==> config.mk <==
export PLATFORM = sky130hd
export DESIGN_NAME = hm2_gpio_in_demux
export DESIGN_NICKNAME = d
export VERILOG_FILES = /design/src/rtl/hm2_gpio_in_demux_pkg.sv /design/src/rtl/hm2_gpio_in_filter_bit.sv /design/src/rtl/hm2_gpio_in_demux.sv
export SDC_FILE = /design/constraint.sdc
export NUM_CORES = 1
export LEC_CHECK = 0
export BUFFER_PORTS_ARGS = -buffer_cell sky130_fd_sc_hd__buf_2
export CAP_MARGIN = 20
export CORE_MARGIN = 5
export CORE_UTILIZATION = 60
export CTS_BUF_LIST = sky130_fd_sc_hd__clkbuf_2 sky130_fd_sc_hd__clkbuf_4 sky130_fd_sc_hd__clkbuf_8
export DETAILED_ROUTE_END_ITERATION = 12
export HOLD_SLACK_MARGIN = 0.05
export PLACE_DENSITY = 0.8
export SETUP_SLACK_MARGIN = 0.5
export SYNTH_ARGS = -nofsm -noshare
export SYNTH_HDL_FRONTEND = slang
export SYNTH_SLANG_ARGS = --single-unit
==> constraint.sdc <==
create_clock -name clk -period 6.5 [get_ports clk]
set_input_delay 0.975 -clock clk [delete_from_list [all_inputs] [get_ports clk]]
set_output_delay 0.975 -clock clk [all_outputs]
set_load 0.02 [all_outputs]
==> src/rtl/hm2_gpio_in_demux_pkg.sv <==
// Purpose : board constants and shared types for the hostmot2 GPIO input demux.
// Latency : n/a (package only).
// Backpressure: n/a.
package hm2_gpio_in_demux_pkg;

    // DE1-SoC expansion header geometry and hostmot2 port layout
    localparam int GPIOWidth      = 36;
    localparam int NumGPIO        = 2;
    localparam int MuxGPIOIOWidth = 36;
    localparam int IOWidth        = NumGPIO * MuxGPIOIOWidth;
    localparam int IOPorts        = 3;
    localparam int PortWidth      = 24;

    // Input glitch filter sizing
    localparam int FilterBits     = 4;
    localparam int PrescaleWidth  = 16;

    typedef logic [1:0] port_idx_t;

endpackage

==> src/rtl/hm2_gpio_in_filter_bit.sv <==
// Purpose : one input pin: 2-flop synchroniser, optional tick-based glitch filter, output flop.
// Latency : unfiltered 3 edges pin->bit_out; filtered adds filter_len+1 ticks of stable level.
// Backpressure: none, free-running.
//
// Ports: clk/reset_n; pin (async raw pin); filter_en, filter_len, tick (shared filter controls);
//        bit_out (registered synchronised/filtered level).
module hm2_gpio_in_filter_bit
    import hm2_gpio_in_demux_pkg::*;
(
    input  logic                  clk,
    input  logic                  reset_n,
    input  logic                  pin,
    input  logic                  filter_en,
    input  logic [FilterBits-1:0] filter_len,
    input  logic                  tick,
    output logic                  bit_out
);

    logic                  sync1;
    logic                  sync2;
    logic [FilterBits-1:0] count;

    always_ff @(posedge clk or negedge reset_n) begin
        if (!reset_n) begin
            sync1   <= 1'b0;
            sync2   <= 1'b0;
            count   <= '0;
            bit_out <= 1'b0;
        end else begin
            sync1 <= pin;
            sync2 <= sync1;
            if (!filter_en) begin
                // Bypass also covers the 1->0 filter_en transition
                bit_out <= sync2;
                count   <= '0;
            end else if (sync2 == bit_out) begin
                count <= '0;
            end else if (tick) begin
                // >= so that lowering filter_len mid-count qualifies at the next tick
                if (count >= filter_len) begin
                    bit_out <= sync2;
                    count   <= '0;
                end else if (count != '1) begin
                    count <= count + 1'b1;
                end
            end
        end
    end

endmodule

==> src/rtl/hm2_gpio_in_demux.sv <==
// Purpose : map header pins onto hostmot2 IOBits with sync/filter, plus per-port read path.
// Latency : pin->iobits_in 3 edges (unfiltered); rd_en->rd_valid 1 edge.
// Backpressure: none; rd_en accepted every cycle, change flags sticky until read.
//
// Ports: clk/reset_n; gpio_in raw pins; filter_en/filter_len/prescale filter controls;
//        iobits_in mapped inputs; rd_en/rd_port request -> rd_data/rd_valid/rd_err;
//        port_changed sticky per-port change flags.
module hm2_gpio_in_demux
    import hm2_gpio_in_demux_pkg::*;
(
    input  logic                         clk,
    input  logic                         reset_n,
    input  logic [NumGPIO*GPIOWidth-1:0] gpio_in,
    input  logic [IOWidth-1:0]           filter_en,
    input  logic [FilterBits-1:0]        filter_len,
    input  logic [PrescaleWidth-1:0]     prescale,
    output logic [IOWidth-1:0]           iobits_in,
    input  logic                         rd_en,
    input  port_idx_t                    rd_port,
    output logic [PortWidth-1:0]         rd_data,
    output logic                         rd_valid,
    output logic                         rd_err,
    output logic [IOPorts-1:0]           port_changed
);

    logic [PrescaleWidth-1:0] pre_cnt;
    logic                     tick;
    logic [IOWidth-1:0]       iobits_prev;
    logic [IOPorts-1:0]       slice_diff;
    logic [IOPorts-1:0]       rd_clr;
    logic [PortWidth-1:0]     rd_slice;
    logic                     rd_port_ok;

    // A prescale change is only picked up on reload, so the current period always completes
    assign tick = (pre_cnt == '0);

    // Header g pin k -> IOBits g*MuxGPIOIOWidth+k; header pins beyond MuxGPIOIOWidth are unused
    for (genvar g = 0; g < NumGPIO; g++) begin : g_hdr
        for (genvar k = 0; k < MuxGPIOIOWidth; k++) begin : g_pin
            hm2_gpio_in_filter_bit u_bit (
                .clk        (clk),
                .reset_n    (reset_n),
                .pin        (gpio_in[g*GPIOWidth + k]),
                .filter_en  (filter_en[g*MuxGPIOIOWidth + k]),
                .filter_len (filter_len),
                .tick       (tick),
                .bit_out    (iobits_in[g*MuxGPIOIOWidth + k])
            );
        end
    end

    assign rd_port_ok = (rd_port < port_idx_t'(IOPorts));

    always_comb begin
        slice_diff = '0;
        rd_clr     = '0;
        rd_slice   = '0;
        for (int p = 0; p < IOPorts; p++) begin
            slice_diff[p] = (iobits_in[p*PortWidth +: PortWidth] !=
                             iobits_prev[p*PortWidth +: PortWidth]);
            rd_clr[p]     = rd_en && (rd_port == port_idx_t'(p));
            if (rd_port == port_idx_t'(p)) begin
                rd_slice = iobits_in[p*PortWidth +: PortWidth];
            end
        end
    end

    always_ff @(posedge clk or negedge reset_n) begin
        if (!reset_n) begin
            pre_cnt      <= '0;
            iobits_prev  <= '0;
            port_changed <= '0;
            rd_data      <= '0;
            rd_valid     <= 1'b0;
            rd_err       <= 1'b0;
        end else begin
            pre_cnt      <= tick ? prescale : pre_cnt - 1'b1;
            iobits_prev  <= iobits_in;
            // A new change in the same cycle as the clearing read keeps the flag set
            port_changed <= slice_diff | (port_changed & ~rd_clr);
            rd_valid     <= rd_en;
            rd_err       <= rd_en && !rd_port_ok;
            if (rd_en) begin
                rd_data <= rd_port_ok ? rd_slice : '0;
            end
        end
    end

endmodule

==> metrics <==
DRC Markers 0; worst clock skew 0.02561 ns; Longest Clk Path Bufs 3; layout cell share with drive strength beyond 1 ~14%; H-tree Lvls 3; Post-DP HPWL slightly above 60000 um; register area 15540 sq um; syn avg cell area 9.607 sq um; worst skew pair latency between 0.7 and 0.8 ns; Cell Area, Placed 37580 sq um; vias 28857; max cap viols 0; status finished, final reports clean; Post-Syn Nets 4260; Startpoint Class flip-flop; CP max FO 102; predominant post-synthesis flop cell dfrtp_1; num rows 89; Setup Crit Path Kind flip-flop to flip-flop; Final Cycle Share between 50% and 60%; Slew @ Worst Pin 0.9923 ns; largest net degree at the start of global routing approximately 180; post-layout minimum cycle time 3.415 ns; Num Clock Sinks just over 600; TritonCTS Buffers ~110; Max Freq 292.8 MHz; final setup margin 3.085 ns; Worst EP required 7.08 ns; chip height 254.4 um; Max VDD drop between 0.0002 and 0.00025 V; pre-CTS setup slack 2.620 ns; setup_tns 0 ns; final core utilization approximately two thirds; DR iter-0 viols between 2000 and 2500; Netlist cell types 54; R2R setup slack 3.08 ns; Vias/cell 5.918; clk slew on worst S/H paths 0.06 ns; RSZ-0062 raised after global routing false; TritonRoute pass-1 iters 5; Max-slew headroom 33.85%; worst path arrival time 3.99 ns; postcts setup bufs 0; final hold vios 0; post-route ant nets 0; Layout area overhead 11.64%; # nets final 4540; Die ar. ~65000 sq um; number of synthesized flops with an enable pin 0; hold crit path type primary input to asynchronous set/reset pin; P_leak 18.98 nW; num ports 270; Critical R2R Capture g_hdr[1].g_pin[16].u_bit.count[1]; #FFs+latches synth 621; die span in x about 250 um; first-pass GRT wire length 141400 um; Post-Place Cells 4673; WL/cell between 15 and 20 um; root buffer cell clkbuf_8; pwr dens 317.0 nW/um^2; multi-input combinational cell area 18700 sq um; vias in the first global route 27537; async set-reset flop share out of synthesis 100.0%; fin cells 4876; core footprint 59130 sq um; Initial Util about three fifths; GP Congestion 0.8728; TritonCTS clock tree built; port bufs 269; Final Max Tran Viols 0; Tot GR Track Use between 20 and 30%; final setup violation count 0; fillcell total around 4600; Finished Cell Area ~40000 sq um; Crit. End Element flip-flop; Yosys warning total 0; final WL 87940 um; antenna violations before repair 10; Congestion Overflow GR 0; Mapped Area 35830 sq um; reg-to-reg startpoint pre_cnt[0]; register area share after synthesis 43.38%; hold_buf cts 0; Resize count post-CTS 0; FF-to-FF path depth 9; Syn Inst Count 3729
[power by group]
part           internal, mW  switching (mW)
logic                  1.38            1.91
registers              4.52           0.974
clock network          2.25            1.65
[layout by cell type (no fill, tap or decap), types with 134 or more instances in the layout]
| cell type | instances |
|---|---|
| a21oi_1 | 293 |
| nor2_1 | 178 |
| clkbuf_8 | 134 |
| inv_1 | 226 |
| o21ai_0 | 221 |
| ha_1 | 362 |
| nand3_1 | 323 |
| dfrtp_1 | 621 |
| buf_2 | 267 |
| nand2_1 | 318 |
[worst max-delay path, cell delays in order, from the launching register on]
cell	delay [ns]
dfrtp_1	0.42
inv_1	0.10
ha_1	0.16
nor4b_1	0.52
nand4b_4	0.70
buf_12	0.53
buf_4	0.31
nand2_1	0.18
a21boi_1	0.26
o22ai_1	0.11
[how the worst max path moves through the flow]
stage,from,end,slack [ns],cells past startpoint
final,pre_cnt[0],g_hdr[1].g_pin[16].u_bit.count[1],3.08,9
after global routing,pre_cnt[0],g_hdr[1].g_pin[15].u_bit.count[0],2.86,9
after CTS,pre_cnt[0],g_hdr[1].g_pin[16].u_bit.count[1],3.12,9
after detailed placement,filter_len[2],g_hdr[1].g_pin[25].u_bit.count[0],2.62,9
after global placement,filter_len[2],g_hdr[0].g_pin[30].u_bit.bit_out,2.65,9
after floorplan,filter_len[1],g_hdr[0].g_pin[17].u_bit.count[1],2.59,6
[flip-flops by register name, indices dropped and copies added, names as in the netlist]
name and count:
rd_data 24, g_hdr.g_pin.u_bit.count 288, pre_cnt 16, g_hdr.g_pin.u_bit.bit_out 72, g_hdr.g_pin.u_bit.sync1 72, rd_valid 1
rd_err 1, port_changed 3, iobits_prev 72, g_hdr.g_pin.u_bit.sync2 72
[cell usage after synthesis, types with 35 or more instances]
cell type	count	area share (%)
and3_1	71	1.2
mux2_2	61	1.9
a31oi_1	37	0.65
or2_2	36	0.63
nor2b_1	69	1.2
buf_4	75	1.6
nand3_1	323	4.5
a21boi_1	35	0.73
xor2_1	101	2.5
xnor2_1	92	2.2
nand2b_1	55	0.96
a21boi_0	54	1.1
nand2_1	318	3.3
a211oi_1	37	0.78
inv_1	229	2.4
o21ai_0	221	3.1
nand4_1	93	1.6
o22ai_1	84	1.5
a21oi_1	293	4.1
ha_1	362	13
mux2i_1	38	1.1
nor2_1	178	1.9
dfrtp_1	621	43
nor3_1	39	0.54
a21o_1	36	0.75
[per-stage QoR]
stage                     hold WS (ns)  total power, mW
after floorplan                 0.3312            7.767
after global placement          0.3320            8.661
after detailed placement        0.3347            8.815
after CTS                       0.2347            12.76
after global routing            0.2811            13.50
final                           0.2484            12.68
[kinds of logic (layout without fill, tap and decap cells)]
family / Yosys count / count (layout) / share of synthesized area, %
adders and majority gates: 362 / 362 / 12.64
muxes: 110 / 110 / 3.325
AOI/OAI and AO/OA: 879 / 879 / 14.63
other: 0 / 8 / 0
DFF: 621 / 621 / 43.38
and+or+nand+nor: 1223 / 1223 / 16.84
buffers and inverters: 341 / 707 / 4.467
xor gates and xnor gates: 193 / 193 / 4.718
[layout make-up]
cell class	instances	area share (%)
flip-flops and latches	621	38.85
inverters	229	2.159
well taps	773	2.418
repair buffers	284	3.823
diodes	8	0.05005
clock buffers	161	5.118
clock inverters	33	0.8321
multi-input cells	2767	46.75
[per-layer routing]
| metal | GRT usage, % | wire length (um) |
|---|---|---|
| met1 | 36.60 | 38100 |
| met3 | 5.639 | 5592 |
| met4 | 9.435 | 3012 |
| met5 | 0 | 46 |
| met2 | 42.88 | 41200 |
Note: power is estimated with default switching activity, not from simulation.
